===== config.mk =====
export PLATFORM = sky130hd
export DESIGN_NAME = charge_session_ctrl
export DESIGN_NICKNAME = d
export VERILOG_FILES = /design/src/rtl/charge_pkg.sv /design/src/rtl/pause_timer.sv /design/src/rtl/charge_session_ctrl.sv
export SDC_FILE = /design/constraint.sdc
export NUM_CORES = 1
export LEC_CHECK = 0
export BUFFER_PORTS_ARGS = -buffer_cell sky130_fd_sc_hd__buf_2
export CAP_MARGIN = 20
export CORE_MARGIN = 4
export CORE_UTILIZATION = 53
export CTS_CLUSTER_DIAMETER = 80
export DETAILED_ROUTE_END_ITERATION = 10
export PLACE_DENSITY = 0.78
export RECOVER_POWER = 100
export SLEW_MARGIN = 25
export SYNTH_ARGS = -nofsm -noshare
export SYNTH_HDL_FRONTEND = slang
export SYNTH_SLANG_ARGS = --single-unit
export TNS_END_PERCENT = 30

===== constraint.sdc =====
create_clock -name Clk -period 2.1 [get_ports Clk]
set_input_delay 0.63 -clock Clk [delete_from_list [all_inputs] [get_ports Clk]]
set_output_delay 0.63 -clock Clk [all_outputs]
set_load 0.01 [all_outputs]

===== src/rtl/charge_pkg.sv =====
// Shared definitions for the charging-session controller.
// Holds the FSM state encoding, the BCD field positions inside PresentTime,
// the parameter defaults, and a saturating credit increment helper.
package charge_pkg;

    // Session FSM state encoding
    typedef enum logic [2:0] {
        IDLE     = 3'd0,
        PAID     = 3'd1,
        CHARGING = 3'd2,
        PAUSED   = 3'd3,
        DONE     = 3'd4
    } chargeState_t;

    // PresentTime layout: BCD M:SS
    localparam int unsigned TIME_W   = 12;
    localparam int unsigned BCD_W    = 4;
    localparam int unsigned MIN_MSB  = 11;
    localparam int unsigned MIN_LSB  = 8;
    localparam int unsigned TENS_MSB = 7;
    localparam int unsigned TENS_LSB = 4;
    localparam int unsigned SECS_MSB = 3;
    localparam int unsigned SECS_LSB = 0;

    // Parameter defaults
    localparam logic [BCD_W-1:0] MAX_CREDIT_DEFAULT = 4'd9;
    localparam logic [BCD_W-1:0] STEP_DEFAULT       = 4'd1;

    // Add one minute of credit, holding at the limit instead of wrapping
    function automatic logic [BCD_W-1:0] satInc(input logic [BCD_W-1:0] value,
                                                input logic [BCD_W-1:0] limit);
        return (value >= limit) ? limit : value + 4'd1;
    endfunction

endpackage


===== src/rtl/pause_timer.sv =====
// Pause timer: clear/enable up-counter with a registered terminal-count flag.
// Ports:
//   Clk     - clock
//   Reset   - synchronous active-high reset
//   Clear   - forces the count to 0 (has priority over Enable)
//   Enable  - increments the count by one per cycle
//   Expired - high while the count equals TIMEOUT-1
module pause_timer #(
    parameter int unsigned TIMEOUT = 1000
) (
    input  logic Clk,
    input  logic Reset,
    input  logic Clear,
    input  logic Enable,
    output logic Expired
);

    localparam int unsigned CNT_W = (TIMEOUT > 1) ? $clog2(TIMEOUT) : 1;
    localparam logic [CNT_W-1:0] LAST = CNT_W'(TIMEOUT - 1);

    logic [CNT_W-1:0] count;
    logic [CNT_W-1:0] countNext;

    // Next count
    always_comb begin
        countNext = count;
        if (Clear) begin
            countNext = '0;
        end else if (Enable) begin
            countNext = count + CNT_W'(1);
        end
    end

    // Count register; the flag is computed from the next count so it is
    // aligned with the count it describes
    always_ff @(posedge Clk) begin
        if (Reset) begin
            count   <= '0;
            Expired <= 1'b0;
        end else begin
            count   <= countNext;
            Expired <= (countNext == LAST);
        end
    end

endmodule


===== src/rtl/charge_session_ctrl.sv =====
// Charging-station session controller, upstream of the station time counter.
// Takes coin credit in whole minutes, starts/pauses/ends charging on plug and
// button events, and ends the session when elapsed minutes reach the credit.
// Ports:
//   Clk, Reset            - clock, synchronous active-high reset
//   CoinIn                - pulse, +1 minute of credit
//   PlugIn                - level, vehicle connected
//   StartBtn, StopBtn     - pulses, start/resume and abort/end
//   PresentTime[11:0]     - counter elapsed time, BCD M:SS
//   CounterEnable         - counter count enable
//   CounterInput[3:0]     - counter step value
//   CounterClear          - pulse, restart the counter at 0:00
//   Credit[3:0]           - purchased minutes
//   Charging, Done        - session status
//   Refund                - pulse on abort before charging started
module charge_session_ctrl
    import charge_pkg::*;
#(
    parameter logic [3:0]  MAX_CREDIT    = MAX_CREDIT_DEFAULT,
    parameter logic [3:0]  STEP          = STEP_DEFAULT,
    parameter int unsigned PAUSE_TIMEOUT = 1000
) (
    input  logic              Clk,
    input  logic              Reset,
    input  logic              CoinIn,
    input  logic              PlugIn,
    input  logic              StartBtn,
    input  logic              StopBtn,
    input  logic [TIME_W-1:0] PresentTime,
    output logic              CounterEnable,
    output logic [BCD_W-1:0]  CounterInput,
    output logic              CounterClear,
    output logic [BCD_W-1:0]  Credit,
    output logic              Charging,
    output logic              Done,
    output logic              Refund
);

    chargeState_t     state;
    chargeState_t     stateNext;
    logic [BCD_W-1:0] creditNext;
    logic             clearNext;
    logic             refundNext;
    logic             completeNow;
    logic             timerExpired;
    logic             unusedTimeLow;

    // Only the minutes digit is compared; the lower digits are not needed
    assign unusedTimeLow = ^PresentTime[TENS_MSB:SECS_LSB];

    // PresentTime is stale while the counter restart is in flight
    assign completeNow = (PresentTime[MIN_MSB:MIN_LSB] >= Credit) && !CounterClear;

    // Pause timer runs only while paused and is zeroed everywhere else
    pause_timer #(
        .TIMEOUT (PAUSE_TIMEOUT)
    ) u_pauseTimer (
        .Clk     (Clk),
        .Reset   (Reset),
        .Clear   (state != PAUSED),
        .Enable  (state == PAUSED),
        .Expired (timerExpired)
    );

    // Next-state, credit and pulse decisions
    always_comb begin
        stateNext  = state;
        creditNext = Credit;
        clearNext  = 1'b0;
        refundNext = 1'b0;

        case (state)
            IDLE: begin
                if (CoinIn) begin
                    creditNext = 4'd1;
                    stateNext  = PAID;
                end
            end

            PAID: begin
                if (StopBtn) begin
                    refundNext = 1'b1;
                    creditNext = '0;
                    stateNext  = IDLE;
                end else begin
                    if (StartBtn && PlugIn) begin
                        stateNext = CHARGING;
                        clearNext = 1'b1;
                    end
                    if (CoinIn) begin
                        creditNext = satInc(Credit, MAX_CREDIT);
                    end
                end
            end

            CHARGING: begin
                if (StopBtn) begin
                    stateNext = DONE;
                end else if (!PlugIn) begin
                    stateNext = PAUSED;
                end else if (completeNow) begin
                    stateNext = DONE;
                end
                if (CoinIn) begin
                    creditNext = satInc(Credit, MAX_CREDIT);
                end
            end

            PAUSED: begin
                if (StopBtn) begin
                    stateNext = DONE;
                end else if (timerExpired) begin
                    stateNext = DONE;
                end else if (StartBtn && PlugIn) begin
                    stateNext = CHARGING;
                end
                if (CoinIn) begin
                    creditNext = satInc(Credit, MAX_CREDIT);
                end
            end

            DONE: begin
                if (!PlugIn) begin
                    creditNext = '0;
                    stateNext  = IDLE;
                end
            end

            default: begin
                creditNext = '0;
                stateNext  = IDLE;
            end
        endcase
    end

    // State and registered outputs, all derived from the next state
    always_ff @(posedge Clk) begin
        if (Reset) begin
            state         <= IDLE;
            Credit        <= '0;
            CounterClear  <= 1'b0;
            Refund        <= 1'b0;
            CounterEnable <= 1'b0;
            CounterInput  <= '0;
            Charging      <= 1'b0;
            Done          <= 1'b0;
        end else begin
            state         <= stateNext;
            Credit        <= creditNext;
            CounterClear  <= clearNext;
            Refund        <= refundNext;
            CounterEnable <= (stateNext == CHARGING);
            CounterInput  <= (stateNext == CHARGING) ? STEP : 4'd0;
            Charging      <= (stateNext == CHARGING);
            Done          <= (stateNext == DONE);
        end
    end

endmodule


== Word-level counts from Yosys, hierarchy flattened ==
Index checks and enable logic that the tools add are counted.

* Muxes and demuxes: 21
* Bitwise logic cells: 1
* Reductions and logical operators: 8
* Add/subtract/negate cells: 2
* Magnitude comparators: 2
* Eq/ne operators: 10

{| class="wikitable"
|+ Operator list
! operator !! count
|-
| 3-bit 2-to-1 mux || 9
|-
| 10-bit 2-to-1 mux || 2
|-
| 4-bit 2-to-1 mux || 5
|-
| 4-bit case mux with 4 select lines || 1
|-
| 3-bit case mux with 5 select lines || 1
|-
| 10-bit by 1-bit adder with 10-bit output, second input constant || 1
|-
| 10-bit == test, second input constant || 1
|-
| 3-bit by 2-bit == test with 1-bit output, second input constant || 3
|-
| 3-bit == test, second input constant || 2
|-
| 4-bit by 1-bit adder with 4-bit output, second input constant || 1
|-
| 4-bit >= comparator || 1
|-
| 4-bit >= comparator, second input constant || 1
|-
| 2-bit != test, second input constant || 2
|-
| 2-bit OR reduction || 2
|-
| 3-bit by 1-bit == test with 1-bit output, second input constant || 1
|-
| 3-bit zero test || 1
|-
| 1-bit 2-to-1 mux || 3
|-
| 3-bit by 2-bit != test with 1-bit output, second input constant || 1
|-
| 3-bit OR reduction || 1
|-
| 1-bit logical AND || 2
|-
| 2-bit AND reduction || 1
|-
| 1-bit zero test || 1
|-
| 1-bit NOT || 1
|}

* Register bits: 26
* Input port bits: 18
* Output and inout bits: 13
* Word-level logic and storage cells: 53

== Logic depth before layout (Yosys ltp) ==
* Word-level depth: 8
* Gate-level depth with buffers: 6
* Gate-level depth less buffers: 6

== Modules after synthesis ==
Synthesis repeated with hierarchy kept, for this count alone.

* Cells, all modules: 166
* Area total of the unflattened synthesis: 1343.8 µm²

{| class="wikitable"
|+ Modules (own cells, without submodules)
! module !! cells each !! times used !! seq. area each (µm²) !! area an instance (µm²)
|-
| charge_session_ctrl || 97 || 1 || 220.2 || 758.2
|-
| pause_timer || 69 || 1 || 220.2 || 585.6
|}

== Worst setup path before layout ==
OpenSTA, ideal clock, no wires.

* Path type: input -> register
* Start point: input port PresentTime[8]
* End point: register Charging
* Arrival: 1.653 ns
* Slack: 0.361 ns
* Required time: 2.014 ns
* Path buffers: 0
* Stages: 6
* Setup time: 0.086 ns
* Cell sequence: inv_1 > ha_1 > nand2b_1 > a211oi_1 > o31ai_1 > a211oi_1

* Word-level cells in the longest chain between the ends: 7

{| class="wikitable"
|+ RTL lines
! item !! line !! text
|-
| start, declared || charge_session_ctrl.sv:29 || <nowiki>input logic [TIME_W-1:0] PresentTime,</nowiki>
|-
| 4-bit >= comparator || charge_session_ctrl.sv:52 || <nowiki>assign completeNow = (PresentTime[MIN_MSB:MIN_LSB] >= Credit) && !CounterClear;</nowiki>
|-
| 1-bit logical AND || charge_session_ctrl.sv:52 ||
|-
| 3-bit 2-to-1 mux || charge_session_ctrl.sv:101 || <nowiki>end else if (completeNow) begin</nowiki>
|-
| 3-bit 2-to-1 mux || charge_session_ctrl.sv:99 || <nowiki>end else if (!PlugIn) begin</nowiki>
|-
| 3-bit 2-to-1 mux || charge_session_ctrl.sv:97 || <nowiki>if (StopBtn) begin</nowiki>
|-
| 3-bit case mux with 5 select lines || charge_session_ctrl.sv:72 || <nowiki>case (state)</nowiki>
|-
| 3-bit by 2-bit == test with 1-bit output || charge_session_ctrl.sv:154 || <nowiki>Charging <= (stateNext == CHARGING);</nowiki>
|-
| end signal, assigned || charge_session_ctrl.sv:154 ||
|-
| end, declared || charge_session_ctrl.sv:34 || <nowiki>output logic Charging,</nowiki>
|}

No other way between the ends.
A chain may end at the register's enable or synchronous reset.

== Worst setup path after layout ==
* Start point: register Credit[1]
* End point: register Credit[0]

* Word-level cells in the longest chain between the ends: 5

{| class="wikitable"
|+ RTL lines
! item !! line !! text
|-
| start, declared || charge_session_ctrl.sv:33 || <nowiki>output logic [BCD_W-1:0] Credit,</nowiki>
|-
| start signal, assigned || charge_session_ctrl.sv:149 || <nowiki>Credit <= creditNext;</nowiki>
|-
| 4-bit >= comparator * || charge_pkg.sv:32 || <nowiki>return (value >= limit) ? limit : value + 4'd1;</nowiki>
|-
| 4-bit 2-to-1 mux * || charge_pkg.sv:32 ||
|-
| 4-bit 2-to-1 mux * || charge_session_ctrl.sv:90, charge_session_ctrl.sv:104, charge_session_ctrl.sv:117 ||
|-
| 4-bit 2-to-1 mux || charge_session_ctrl.sv:81 || <nowiki>if (StopBtn) begin</nowiki>
|-
| 4-bit case mux with 4 select lines * || charge_session_ctrl.sv:72 ||
|}

Every way passes the cells marked *; elsewhere a longest branch is shown, timed or not.

==> results.md <==
- Initial drt markers: between 50 and 60
- PwrDens: 597 mW/mm²
- Ys Warns: 0
- First-pass GRT wire length: 5050 µm
- CTS buffer count: 3
- Clk root buf: clkbuf_4
- Area grow syn2layout: 6.96%
- FFs w/ async S/R, synth: 0%
- Clock Latency Late Sink: ~0.31 ns
- Antenna Diode Count: 0
- RSZ-0062 raised after global routing: false
- Flops & latches, synth: 22
- Routed via count: 1179
- Kind of critical path: reg2reg
- Starting Density: 54.9%
- Setup crit start kind: flop
- Period utilisation layout: 81.2%
- Chip width: 58.4 µm
- Io pins: 31
- Nets@finish: 202
- # setup viols final: 0
- DRT antenna net count: 0
- CTS resizes: 0
- Top FF cell, synth: dfxtp_1
- Cell leakage power: 0.000547 µW
- GP Congestion: 0.808
- Data arrival time of the worst path: 1.93 ns
- Final Util: 58.8%
- CORE AREA: 0.00245 mm²
- CTS sink count: 22
- Max Cap Viol: 0
- Element type at the critical path end: flop
- 1st-pass router iterations: 4
- Cells on worst reg2reg path: 6
- H-tree levels: 1
- Syn Area/Cell: 8.33 µm²
- Post-route setup TNS: 0 ns
- Peak VDD IR: 0.000375 V
- Largest net degree at the start of global routing: 15
- Fin cells: 205
- Grt ovf: 0
- Status: finished clean
- TritonCTS clock tree: done
- Cell Area, Synth: 0.00135 mm²
- Die area: 0.00342 mm²
- Register area share after synthesis: 32.7%
- Final Hold Fails: 0
- Antenna violations before repair: 0
- All-layer global routing usage: 18.8%
- DR vias/cell: around 5.8
- Max-slew violation count: 0
- Post-DP HPWL: 2040 µm
- WL final: 2720 µm
- Postcts setup bufs: 0
- Layout cell share with drive strength beyond 1: 7.43%
- Syn Inst Count: 162
- Final min period: 1.71 ns
- Hold Crit Class: reg2reg
- Reg clk slew, reported paths: 0.12 ns
- Slew @ Worst Pin: approximately 0.56 ns
- Placed cells: 201
- Hold-fix buffer count after cts: 0
- Die height: 58.4 µm
- DR WL/cell: 13.3 µm
- Number of global-route vias before repair: 1205
- Buffers on Ports: 19
- Worst slew margin: 62.6%
- Max Buffers Root-to-Sink: 2
- Rows: 18
- Largest fanout on the critical path: 4
- FMAX: 0.586 GHz
- Post-synth cell types: 48
- Hold depth: 1
- Post-synth EDFFs: 0
- Hold WS: between 0.5 and 0.6 ns
- Worst EP required: 2.32 ns
- Worst Skew: 0.00218 ns
- DRC viols: 0
cells in the final DEF (no fill, tap or decap), drive strengths merged, types with 4 or more instances in the layout:
| cell | synthesis | routed |
|---|---|---|
| dfxtp | 22 | 22 |
| clkbuf | 1 | 14 |
| nand3 | 6 | 6 |
| o21ai | 4 | 4 |
| nor2b | 4 | 4 |
| a21oi | 7 | 7 |
| inv | 11 | 11 |
| buf | 12 | 9 |
| ha | 8 | 8 |
| nand2 | 8 | 8 |
| xor2 | 6 | 6 |
| nor2 | 19 | 19 |
| nand2b | 5 | 5 |
| xnor2 | 4 | 4 |
cells by family after synthesis:
kind of cell | synth area share [%]
other cells | 0.278
xor+xnor | 6.49
compound gates | 16.9
simple gates | 26.3
fa+ha+maj | 7.42
buf+inv | 9.28
mux | 0.742
flops | 32.7
final timing paths:
| kind | slack, ns | start | to |
|---|---|---|---|
| max | 0.39 | Credit[1] | Credit[0] |
| min | 0.50 | u_pauseTimer.count[0] | u_pauseTimer.count[0] |
| max reg2reg | 0.39 | Credit[1] | Credit[0] |
| min reg2reg | 0.50 | u_pauseTimer.count[0] | u_pauseTimer.count[0] |
cell usage after synthesis, types with 2 or more instances:
cell type / count / area share, %
o2bb2ai_1: 2 / 1.3
nand3_1: 6 / 2.2
and4_1: 2 / 1.3
nor2b_1: 4 / 1.9
xnor2_1: 4 / 2.6
buf_2: 6 / 2.2
nor4_1: 3 / 1.4
inv_1: 11 / 3.1
nor3b_1: 2 / 1.1
buf_4: 5 / 2.8
o31ai_1: 2 / 1.1
o21ai_0: 2 / 0.74
xor2_1: 6 / 3.9
nand2_1: 8 / 2.2
ha_1: 8 / 7.4
nand4b_1: 2 / 1.3
nand2b_1: 5 / 2.3
nor2_1: 19 / 5.3
o21ai_1: 2 / 0.74
a21oi_1: 7 / 2.6
a211oi_1: 3 / 1.7
a31oi_1: 2 / 0.93
and3_1: 3 / 1.4
dfxtp_1: 22 / 33
nor3_1: 3 / 1.1
worst max-delay path: stages (launching register included):
cell and delay [ns]:
dfxtp_1 0.39, inv_1 0.12, ha_1 0.20, or3b_1 0.37
a211oi_1 0.27, nor3b_1 0.09, o21ba_1 0.18
routing by layer:
layer / wire length (µm) / global-route usage, % / up-vias
met1: 1210 / 24.3 / 551
met2: 1330 / 30.6 / 35
met5: 0 / 0 / -
met4: 30 / 8.94 / 0
met3: 159 / 2.85 / 4
li1: - / - / 589
sequential cells by signal, summed over array words and instances (netlist names):
| name | count |
|---|---|
| Charging | 1 |
| CounterClear | 1 |
| u_pauseTimer.count | 10 |
| Refund | 1 |
| state | 3 |
| Credit | 4 |
| Done | 1 |
| u_pauseTimer.Expired | 1 |
area by class of cell:
class                           instances  area, µm²
Clock buffer                            3       22.5
Clock inverter                          1       30.0
Fill cell                             233       1010
Inverter                               11       41.3
Multi-Input combinational cell        118        785
Sequential cell                        22        440
Tap cell                               30       37.5
Timing Repair Buffer                   20       86.3
stage by stage:
step	total power [µW]	cell area, µm²	setup slack, ns
after floorplan	523	1360	0.361
after global placement	542	1410	0.183
after detailed placement	548	1410	0.126
after CTS	875	1470	0.414
after global routing	901	1440	0.211
final	861	1440	0.394
power by group:
| group | switching (µW) | internal, µW | total, µW |
|---|---|---|---|
| clock | 132 | 193 | 325 |
| sequential | 15.1 | 425 | 440 |
| combinational | 54.6 | 42.1 | 96.7 |
| total | 201 | 660 | 861 |
Note: power is estimated with default switching activity, not from simulation.
